## src/rtl/serial_adder_pkg.sv

```systemverilog
// Shared definitions for the digit-serial adder: FSM state encoding, a
// counter-width helper and the CHUNK/WIDTH elaboration check macro.
`ifndef SERIAL_ADDER_PKG_SV
`define SERIAL_ADDER_PKG_SV

package serial_adder_pkg;

    typedef enum logic [1:0] {
        ST_IDLE = 2'd0,
        ST_BUSY = 2'd1,
        ST_DONE = 2'd2
    } state_t;

    // A counter for n steps needs at least one bit even when n == 1.
    function automatic int count_width(input int n);
        return (n > 1) ? $clog2(n) : 1;
    endfunction

endpackage

// Elaboration stops when CHUNK is not a positive divisor of WIDTH.
`define SERIAL_ADDER_CHUNK_CHECK(W, C) \
    if (((C) < 1) || (((W) % (C)) != 0)) begin : g_chunk_check \
        $error("serial_adder: CHUNK must be a positive divisor of WIDTH"); \
    end

`endif

```

## src/rtl/full_adder.sv

```systemverilog
// Single-bit full adder cell; the building block of the chunk ripple.
module full_adder (
    input  logic a,
    input  logic b,
    input  logic cin,
    output logic sum,
    output logic cout
);

    assign sum  = a ^ b ^ cin;
    assign cout = (a & b) | (cin & (a ^ b));

endmodule

```

## src/rtl/serial_adder_chunk_adder.sv

```systemverilog
// CHUNK-bit combinational ripple adder built from full_adder cells; also
// exposes the carry into its top bit so the caller can form signed overflow.
module chunk_adder #(
    parameter int CHUNK = 1
) (
    input  logic [CHUNK-1:0] a,
    input  logic [CHUNK-1:0] b,
    input  logic             cin,
    output logic [CHUNK-1:0] sum,
    output logic             cout,
    output logic             c_msb
);

    logic [CHUNK:0] carry;

    assign carry[0] = cin;

    genvar gi;
    generate
        for (gi = 0; gi < CHUNK; gi++) begin : g_cell
            full_adder u_fa (
                .a    (a[gi]),
                .b    (b[gi]),
                .cin  (carry[gi]),
                .sum  (sum[gi]),
                .cout (carry[gi+1])
            );
        end
    endgenerate

    assign cout  = carry[CHUNK];
    assign c_msb = carry[CHUNK-1];

endmodule

```

## src/rtl/serial_adder.sv

```systemverilog
// Digit-serial adder: CHUNK bits per clock with a start/done handshake.
// Optional subtract mode with signed overflow is enabled by SERIAL_ADDER_SUB_EN.
module serial_adder
    import serial_adder_pkg::*;
#(
    parameter int WIDTH = 8,
    parameter int CHUNK = 1
) (
    input  logic             clk,
    input  logic             rst,
    input  logic             start,
    input  logic [WIDTH-1:0] a,
    input  logic [WIDTH-1:0] b,
    input  logic             cin,
`ifdef SERIAL_ADDER_SUB_EN
    input  logic             sub,
`endif
    output logic             busy,
    output logic             done,
    output logic [WIDTH-1:0] sum,
    output logic             cout
`ifdef SERIAL_ADDER_SUB_EN
    ,
    output logic             ovf
`endif
);

    localparam int NCHUNK = WIDTH / CHUNK;
    localparam int CW     = count_width(NCHUNK);
    localparam logic [CW-1:0] LAST = CW'(NCHUNK - 1);

    `SERIAL_ADDER_CHUNK_CHECK(WIDTH, CHUNK)

    state_t           state_reg, state_next;
    logic [WIDTH-1:0] a_sr_reg, b_sr_reg, psum_reg, sum_reg;
    logic [CW-1:0]    count_reg;
    logic             carry_reg, cout_reg;

    logic [CHUNK-1:0] chunk_sum;
    logic             chunk_cout, chunk_cmsb;
    logic [WIDTH-1:0] psum_next, b_load;
    logic             cin_load, accept, last_chunk;

`ifdef SERIAL_ADDER_SUB_EN
    logic ovf_reg;

    // Subtraction is a + ~b + ~cin, so cout=1 means no borrow.
    assign b_load   = sub ? ~b : b;
    assign cin_load = sub ? ~cin : cin;
    assign ovf      = ovf_reg;
`else
    logic unused_cmsb;

    assign b_load      = b;
    assign cin_load    = cin;
    assign unused_cmsb = chunk_cmsb;
`endif

    chunk_adder #(
        .CHUNK (CHUNK)
    ) u_chunk (
        .a     (a_sr_reg[CHUNK-1:0]),
        .b     (b_sr_reg[CHUNK-1:0]),
        .cin   (carry_reg),
        .sum   (chunk_sum),
        .cout  (chunk_cout),
        .c_msb (chunk_cmsb)
    );

    // New chunk bits enter at the top, so after NCHUNK steps the word is aligned.
    assign psum_next  = WIDTH'({chunk_sum, psum_reg} >> CHUNK);
    assign accept     = start && ((state_reg == ST_IDLE) || (state_reg == ST_DONE));
    assign last_chunk = (count_reg == LAST);

    always_ff @(posedge clk) begin
        if (rst) begin
            state_reg <= ST_IDLE;
        end else begin
            state_reg <= state_next;
        end
    end

    always_comb begin
        state_next = state_reg;
        case (state_reg)
            ST_IDLE: if (start) state_next = ST_BUSY;
            ST_BUSY: if (last_chunk) state_next = ST_DONE;
            ST_DONE: state_next = start ? ST_BUSY : ST_IDLE;
            default: state_next = ST_IDLE;
        endcase
    end

    always_ff @(posedge clk) begin
        if (rst) begin
            a_sr_reg  <= '0;
            b_sr_reg  <= '0;
            psum_reg  <= '0;
            sum_reg   <= '0;
            count_reg <= '0;
            carry_reg <= 1'b0;
            cout_reg  <= 1'b0;
`ifdef SERIAL_ADDER_SUB_EN
            ovf_reg   <= 1'b0;
`endif
        end else if (accept) begin
            a_sr_reg  <= a;
            b_sr_reg  <= b_load;
            carry_reg <= cin_load;
            count_reg <= '0;
            psum_reg  <= '0;
        end else if (state_reg == ST_BUSY) begin
            a_sr_reg  <= a_sr_reg >> CHUNK;
            b_sr_reg  <= b_sr_reg >> CHUNK;
            carry_reg <= chunk_cout;
            count_reg <= count_reg + CW'(1);
            psum_reg  <= psum_next;
            if (last_chunk) begin
                sum_reg  <= psum_next;
                cout_reg <= chunk_cout;
`ifdef SERIAL_ADDER_SUB_EN
                ovf_reg  <= chunk_cmsb ^ chunk_cout;
`endif
            end
        end
    end

    assign busy = (state_reg == ST_BUSY);
    assign done = (state_reg == ST_DONE);
    assign sum  = sum_reg;
    assign cout = cout_reg;

endmodule

```

## config.mk

```make
export PLATFORM = sky130hd
export DESIGN_NAME = serial_adder
export DESIGN_NICKNAME = d
export VERILOG_FILES = /design/src/rtl/serial_adder_pkg.sv /design/src/rtl/full_adder.sv /design/src/rtl/serial_adder_chunk_adder.sv /design/src/rtl/serial_adder.sv
export SDC_FILE = /design/constraint.sdc
export NUM_CORES = 1
export LEC_CHECK = 0
export ABC_AREA = 1
export CORE_MARGIN = 3
export CORE_UTILIZATION = 58
export CTS_BUF_LIST = sky130_fd_sc_hd__clkbuf_8
export CTS_CLUSTER_DIAMETER = 80
export DETAILED_ROUTE_END_ITERATION = 8
export DONT_BUFFER_PORTS = 1
export GPL_ROUTABILITY_DRIVEN = 1
export PLACE_DENSITY = 0.75
export SETUP_SLACK_MARGIN = 0.1
export SLEW_MARGIN = 20
export SYNTH_ARGS = -nofsm -noshare
export SYNTH_HDL_FRONTEND = slang
export SYNTH_SLANG_ARGS = --single-unit
```

## constraint.sdc

```tcl
create_clock -name clk -period 1.05 [get_ports clk]
set_input_delay 0.1575 -clock clk [delete_from_list [all_inputs] [get_ports clk]]
set_output_delay 0.1575 -clock clk [all_outputs]
set_load 0.05 [all_outputs]
```

==> results of run 1 <==
[per-stage QoR]
stage | hold WS, ns | TNS, ns | util
after floorplan | 0.292 | -0.204 | -
after global placement | 0.228 | -1.87 | 0.706
after detailed placement | 0.231 | -3.07 | 0.706
after CTS | 0.0140 | -3.15 | 0.901
[synthesized netlist by cell type, types with 2 or more instances]
cell type | instances | area [sq um]
sky130_fd_sc_hd__nor2_1 | 35 | 131
sky130_fd_sc_hd__a21oi_1 | 17 | 85.1
sky130_fd_sc_hd__o21ai_0 | 15 | 75.1
sky130_fd_sc_hd__nand3_1 | 16 | 80.1
sky130_fd_sc_hd__inv_1 | 30 | 113
sky130_fd_sc_hd__buf_6 | 4 | 45.0
sky130_fd_sc_hd__buf_2 | 2 | 10.0
sky130_fd_sc_hd__nand2_4 | 2 | 22.5
sky130_fd_sc_hd__inv_2 | 4 | 15.0
sky130_fd_sc_hd__dfxtp_1 | 38 | 761
sky130_fd_sc_hd__buf_12 | 2 | 40.0
sky130_fd_sc_hd__nor2_4 | 2 | 22.5
sky130_fd_sc_hd__o21ai_1 | 7 | 35.0
sky130_fd_sc_hd__nand3_2 | 2 | 20.0
sky130_fd_sc_hd__ha_1 | 2 | 25.0
sky130_fd_sc_hd__nand2_1 | 45 | 169
[what timing repair did]
item,4_1_cts
endpoints found under the hold margin,8
hold buffers,2
pin swaps,24
buffers inserted,10
resized for setup,91
endpoints found under the setup margin,49
gates cloned,2
[cell families after synthesis]
group | count (synthesis) | synth area share
XOR/XNOR | 1 | 0.00506
AND/OR/NAND/NOR | 105 | 0.276
flip-flops | 38 | 0.440
adder cells (fa/ha/maj) | 3 | 0.0260
AO/OA/AOI/OAI | 39 | 0.113
buffers and inverters | 45 | 0.140
==> results.cfg, run 1 <==
[placed_design]
portBuffers = 0
place_inst = 276
dp_hpwl_um = 2640
placed_cell_area_sq_um = 1980
dp_slack_ns = -0.180
gp_congestion = 0.832

[die]
row_count = 19
die_h_um = 60.6
ioPinCount = 31
initial_standard_cell_utilization_of_the_core = 0.617
die_width_um = 60.6

[outcome]
outcome = did not finish
flow.stopped_at = global routing
error_line = [ERROR DPL-0038] Utilization greater than 100%, impossible to legalize

[synth]
yosysSeqAreaShare = 0.440
synthArstFlopShare = 0
synthesis.area_sq_um = 1730
yosys_register_bits = 38
syn-num-nets = 254
synthesis.area_per_instance_sq_um = 7.49
ys_warn_count = 0
post_synth_inst_count = 231
synth-edff-count = 0
count_of_distinct_cell_types_in_the_synthesized_netlist = 24
synth_ff_type = sky130_fd_sc_hd__dfxtp_1

[clock_tree]
cts_inserted_buffers = 5
clock_sink_count = 38
htree_num_levels = 2
clock_path_buffers = 2
ctsRootBufferMaster = sky130_fd_sc_hd__clkbuf_8

[grt]
pin_count_of_the_biggest_net_entering_global_routing = 13

[timing]
endpoint_type = register data pin
worst_endpoint = cout$_SDFFE_PP0P_/D
==> run 2: changes to the inputs <==
Settings changed: CORE_UTILIZATION 58 to 40, CTS_BUF_LIST sky130_fd_sc_hd__clkbuf_8 to default, CTS_CLUSTER_DIAMETER 80 to default, PLACE_DENSITY 0.75 to default, PLACE_DENSITY_LB_ADDON from default to 0.15, SETUP_SLACK_MARGIN 0.1 to default.
Clock period 1.05 ns to 1.35 ns, I/O delays scaled along.
==> results.cfg, run 2 <==
[placed_design]
portBuffers = 0
gp_congestion = 0.719
placed_cell_area_sq_um = 1820
place_inst = 289
dp_hpwl_um = 2370

[final_layout]
layout.cells.most_common = sky130_fd_sc_hd__nand2_1
antenna-diode-count = 0
fill_cells = 418
final_cell_mix = sky130_fd_sc_hd__nand2_1 (45), sky130_fd_sc_hd__dfxtp_1 (37), sky130_fd_sc_hd__nor2_1 (34)
share_of_cells_above_drive_strength_1 = 0.173
final-instance-count-excl-fill = 299
areaGrowthSynthToFinish_pct = 13.2
final_nets = 271
postLayoutCellArea_sq_um = 1960

[routing]
drt_pre_antenna_iters = 4
wl_per_cell_um = 11.5
vias_per_cell = 4.55
vias = 1361
detail_route.drc_violations = 0
route.antenna.remaining_nets = 0
detailedRoute.firstIterationViolations = 72
overall_routed_net_length_um = 3440

[synth]
synthDominantAreaCellType = sky130_fd_sc_hd__dfxtp_1
synthesis.area_per_instance_sq_um = 7.49
post_synth_inst_count = 231
yosys.cell_count.top_type = sky130_fd_sc_hd__nand2_1
synth-edff-count = 0
syn-num-nets = 254
area_fraction_of_the_dominant_cell_type_after_synthesis = 0.440
yosys-top-cells-count = sky130_fd_sc_hd__nand2_1 (45), sky130_fd_sc_hd__dfxtp_1 (38), sky130_fd_sc_hd__nor2_1 (35), sky130_fd_sc_hd__inv_1 (30), sky130_fd_sc_hd__a21oi_1 (17)
synth.area.top_cells = sky130_fd_sc_hd__dfxtp_1 (44%), sky130_fd_sc_hd__nand2_1 (9.8%), sky130_fd_sc_hd__nor2_1 (7.6%)
synthesis.area_sq_um = 1730
yosys_register_bits = 38
count_of_distinct_cell_types_in_the_synthesized_netlist = 24
ys_warn_count = 0
synthArstFlopShare = 0
synth_ff_type = sky130_fd_sc_hd__dfxtp_1
yosysSeqAreaShare = 0.440

[die]
initial_standard_cell_utilization_of_the_core = 0.423
ioPinCount = 31
die_width_um = 71.8
row_count = 23
die_h_um = 71.8
die_area_sq_um = 5150
placeableCoreArea_sq_um = 4090

[clock_tree]
htree_num_levels = 2
clock_path_buffers = 2
cts_inserted_buffers = 5
clock_sink_count = 38
tritoncts = built
ctsRootBufferMaster = sky130_fd_sc_hd__clkbuf_8
clk_latency_ns = 0.29
path_clk_slew_ns = 0.07

[grt]
pin_count_of_the_biggest_net_entering_global_routing = 23
grt_pass1_wl_um = 5770
grt.overflow.total = 0
grt_pass1_vias = 1227
grt_antenna_before_repair = 0
grt_util_all_layers = 0.146

[pwr]
power.switching_mw = 0.619
power_report.internal_total_mw = 1.71
power_frac_clock = 0.342
power.combinational.fraction = 0.134
ir_worst_vdd_mv = 0.673
seq_power_share = 0.524
leakage_power_figure_nw = 0.933
areal_power_density_over_the_cells_nw_per_um2 = 1190
power_switching_share = 0.266

[hold_path]
hold_path_endpoint = b_sr_reg[7]
hold_class = primary input to flip-flop
hold_path_depth = 2
hold_path.startpoint = b[7]

[timing]
min_period_over_period = 0.943
grt_setup_unrepaired = false
drv_slew = 0
hold_viol_final = 0
worst_slew_pin_slew_ns = 0.332
max_slew_margin = 0.778
period_minus_slack_ns = 1.27
clock-skew-final_ns = 0.00520
max_clock_freq_ghz = 0.785
timing.setup.tns_ns = 0
report.final.setup_viol = 0

[critical_path]
worstSetupEndpointType = output port
timing.rr.start = count_reg[0]
r2r_end = sum[7]
depth_of_the_worst_register_to_register_path = 7
arr_time_crit_path_ns = 1.07
timing.critical_path.from_type = flip-flop
timing.critical_path.required_ns = 1.15
ff2ff_setup_slack_ns = 0.13
timing_worst_setup_path_type = flip-flop to output port
critical_path_peak_fanout = 14

[outcome]
outcome = completed

[job]
drv_cap = 0
run 2: cell counts after synthesis:
No cell type changed its count.
run 2: layout make-up:
| type | instances | area (sq um) | share of cell area |
|---|---|---|---|
| Sequential cell | 38 | 764 | 0.390 |
| Multi-Input combinational cell | 149 | 749 | 0.383 |
| Inverter | 36 | 145 | 0.0741 |
| Timing Repair Buffer | 18 | 145 | 0.0741 |
| Clock buffer | 7 | 86.3 | 0.0441 |
| Tap cell | 50 | 62.6 | 0.0319 |
| Clock inverter | 1 | 5.00 | 0.00256 |
run 2: metal layers:
layer	global-route usage	part of all wire	routed length [um]
met5	0	0	0
met1	0.188	0.48	1660
met4	0.0626	0.010	36
met3	0.0617	0.065	222
met2	0.214	0.44	1520
run 2: cells by family after synthesis:
kind of cell    after synthesis  share of synthesized area
xor+xnor                      1                    0.00506
buf+inv                      45                      0.140
compound gates               39                      0.113
simple gates                105                      0.276
fa+ha+maj                     3                     0.0260
flops                        38                      0.440
run 2: power by group through the flow:
stage | Combinational [mW] | Sequential, mW | Clock [mW]
after floorplan | 0.279 | 1.23 | 0
after global placement | 0.303 | 1.24 | 0
after detailed placement | 0.303 | 1.24 | 0
after CTS | 0.312 | 1.22 | 0.823
after global routing | 0.358 | 1.23 | 0.882
final | 0.313 | 1.22 | 0.796
run 2: critical path: stages (launching register included):
cell	delay (ns)
sky130_fd_sc_hd__dfxtp_1	0.33
sky130_fd_sc_hd__inv_4	0.13
sky130_fd_sc_hd__nand2_8	0.14
sky130_fd_sc_hd__inv_6	0.18
run 2: repair_timing:
action                                  in CTS  in global routing
endpoints found under the setup margin       2                 17
pin swaps                                    0                  1
gates cloned                                 0                  1
buffers inserted                             1                  0
resized for setup                            7                  3
endpoints found under the hold margin        8                  0
hold buffers                                 1                  0
run 2: worst max-delay path by stage:
stage          cells past startpoint          from  endpoint  slack, ns
6_report                           3  state_reg[1]      busy       0.08
5_1_grt                            7  count_reg[0]    sum[3]       0.02
3_3_place_gp                       7  count_reg[0]    sum[2]       0.06
2_1_floorplan                      2  state_reg[0]      done       0.05
4_1_cts                            7  count_reg[0]    sum[7]       0.04
3_5_place_dp                       6  state_reg[0]    sum[7]       0.02
run 2: through the flow:
step / hold slack (ns) / power (mW) / util / setup slack, ns
floorplan: 0.337 / 1.51 / - / 0.0513
global placement: 0.273 / 1.55 / 0.445 / 0.0648
detailed placement: 0.275 / 1.55 / 0.445 / 0.0193
CTS: 0.0432 / 2.35 / 0.476 / 0.0360
global route: 0.0322 / 2.47 / 0.479 / 0.0152
finish: 0.0465 / 2.33 / 0.479 / 0.0764
(Power assumes the default switching activity.)
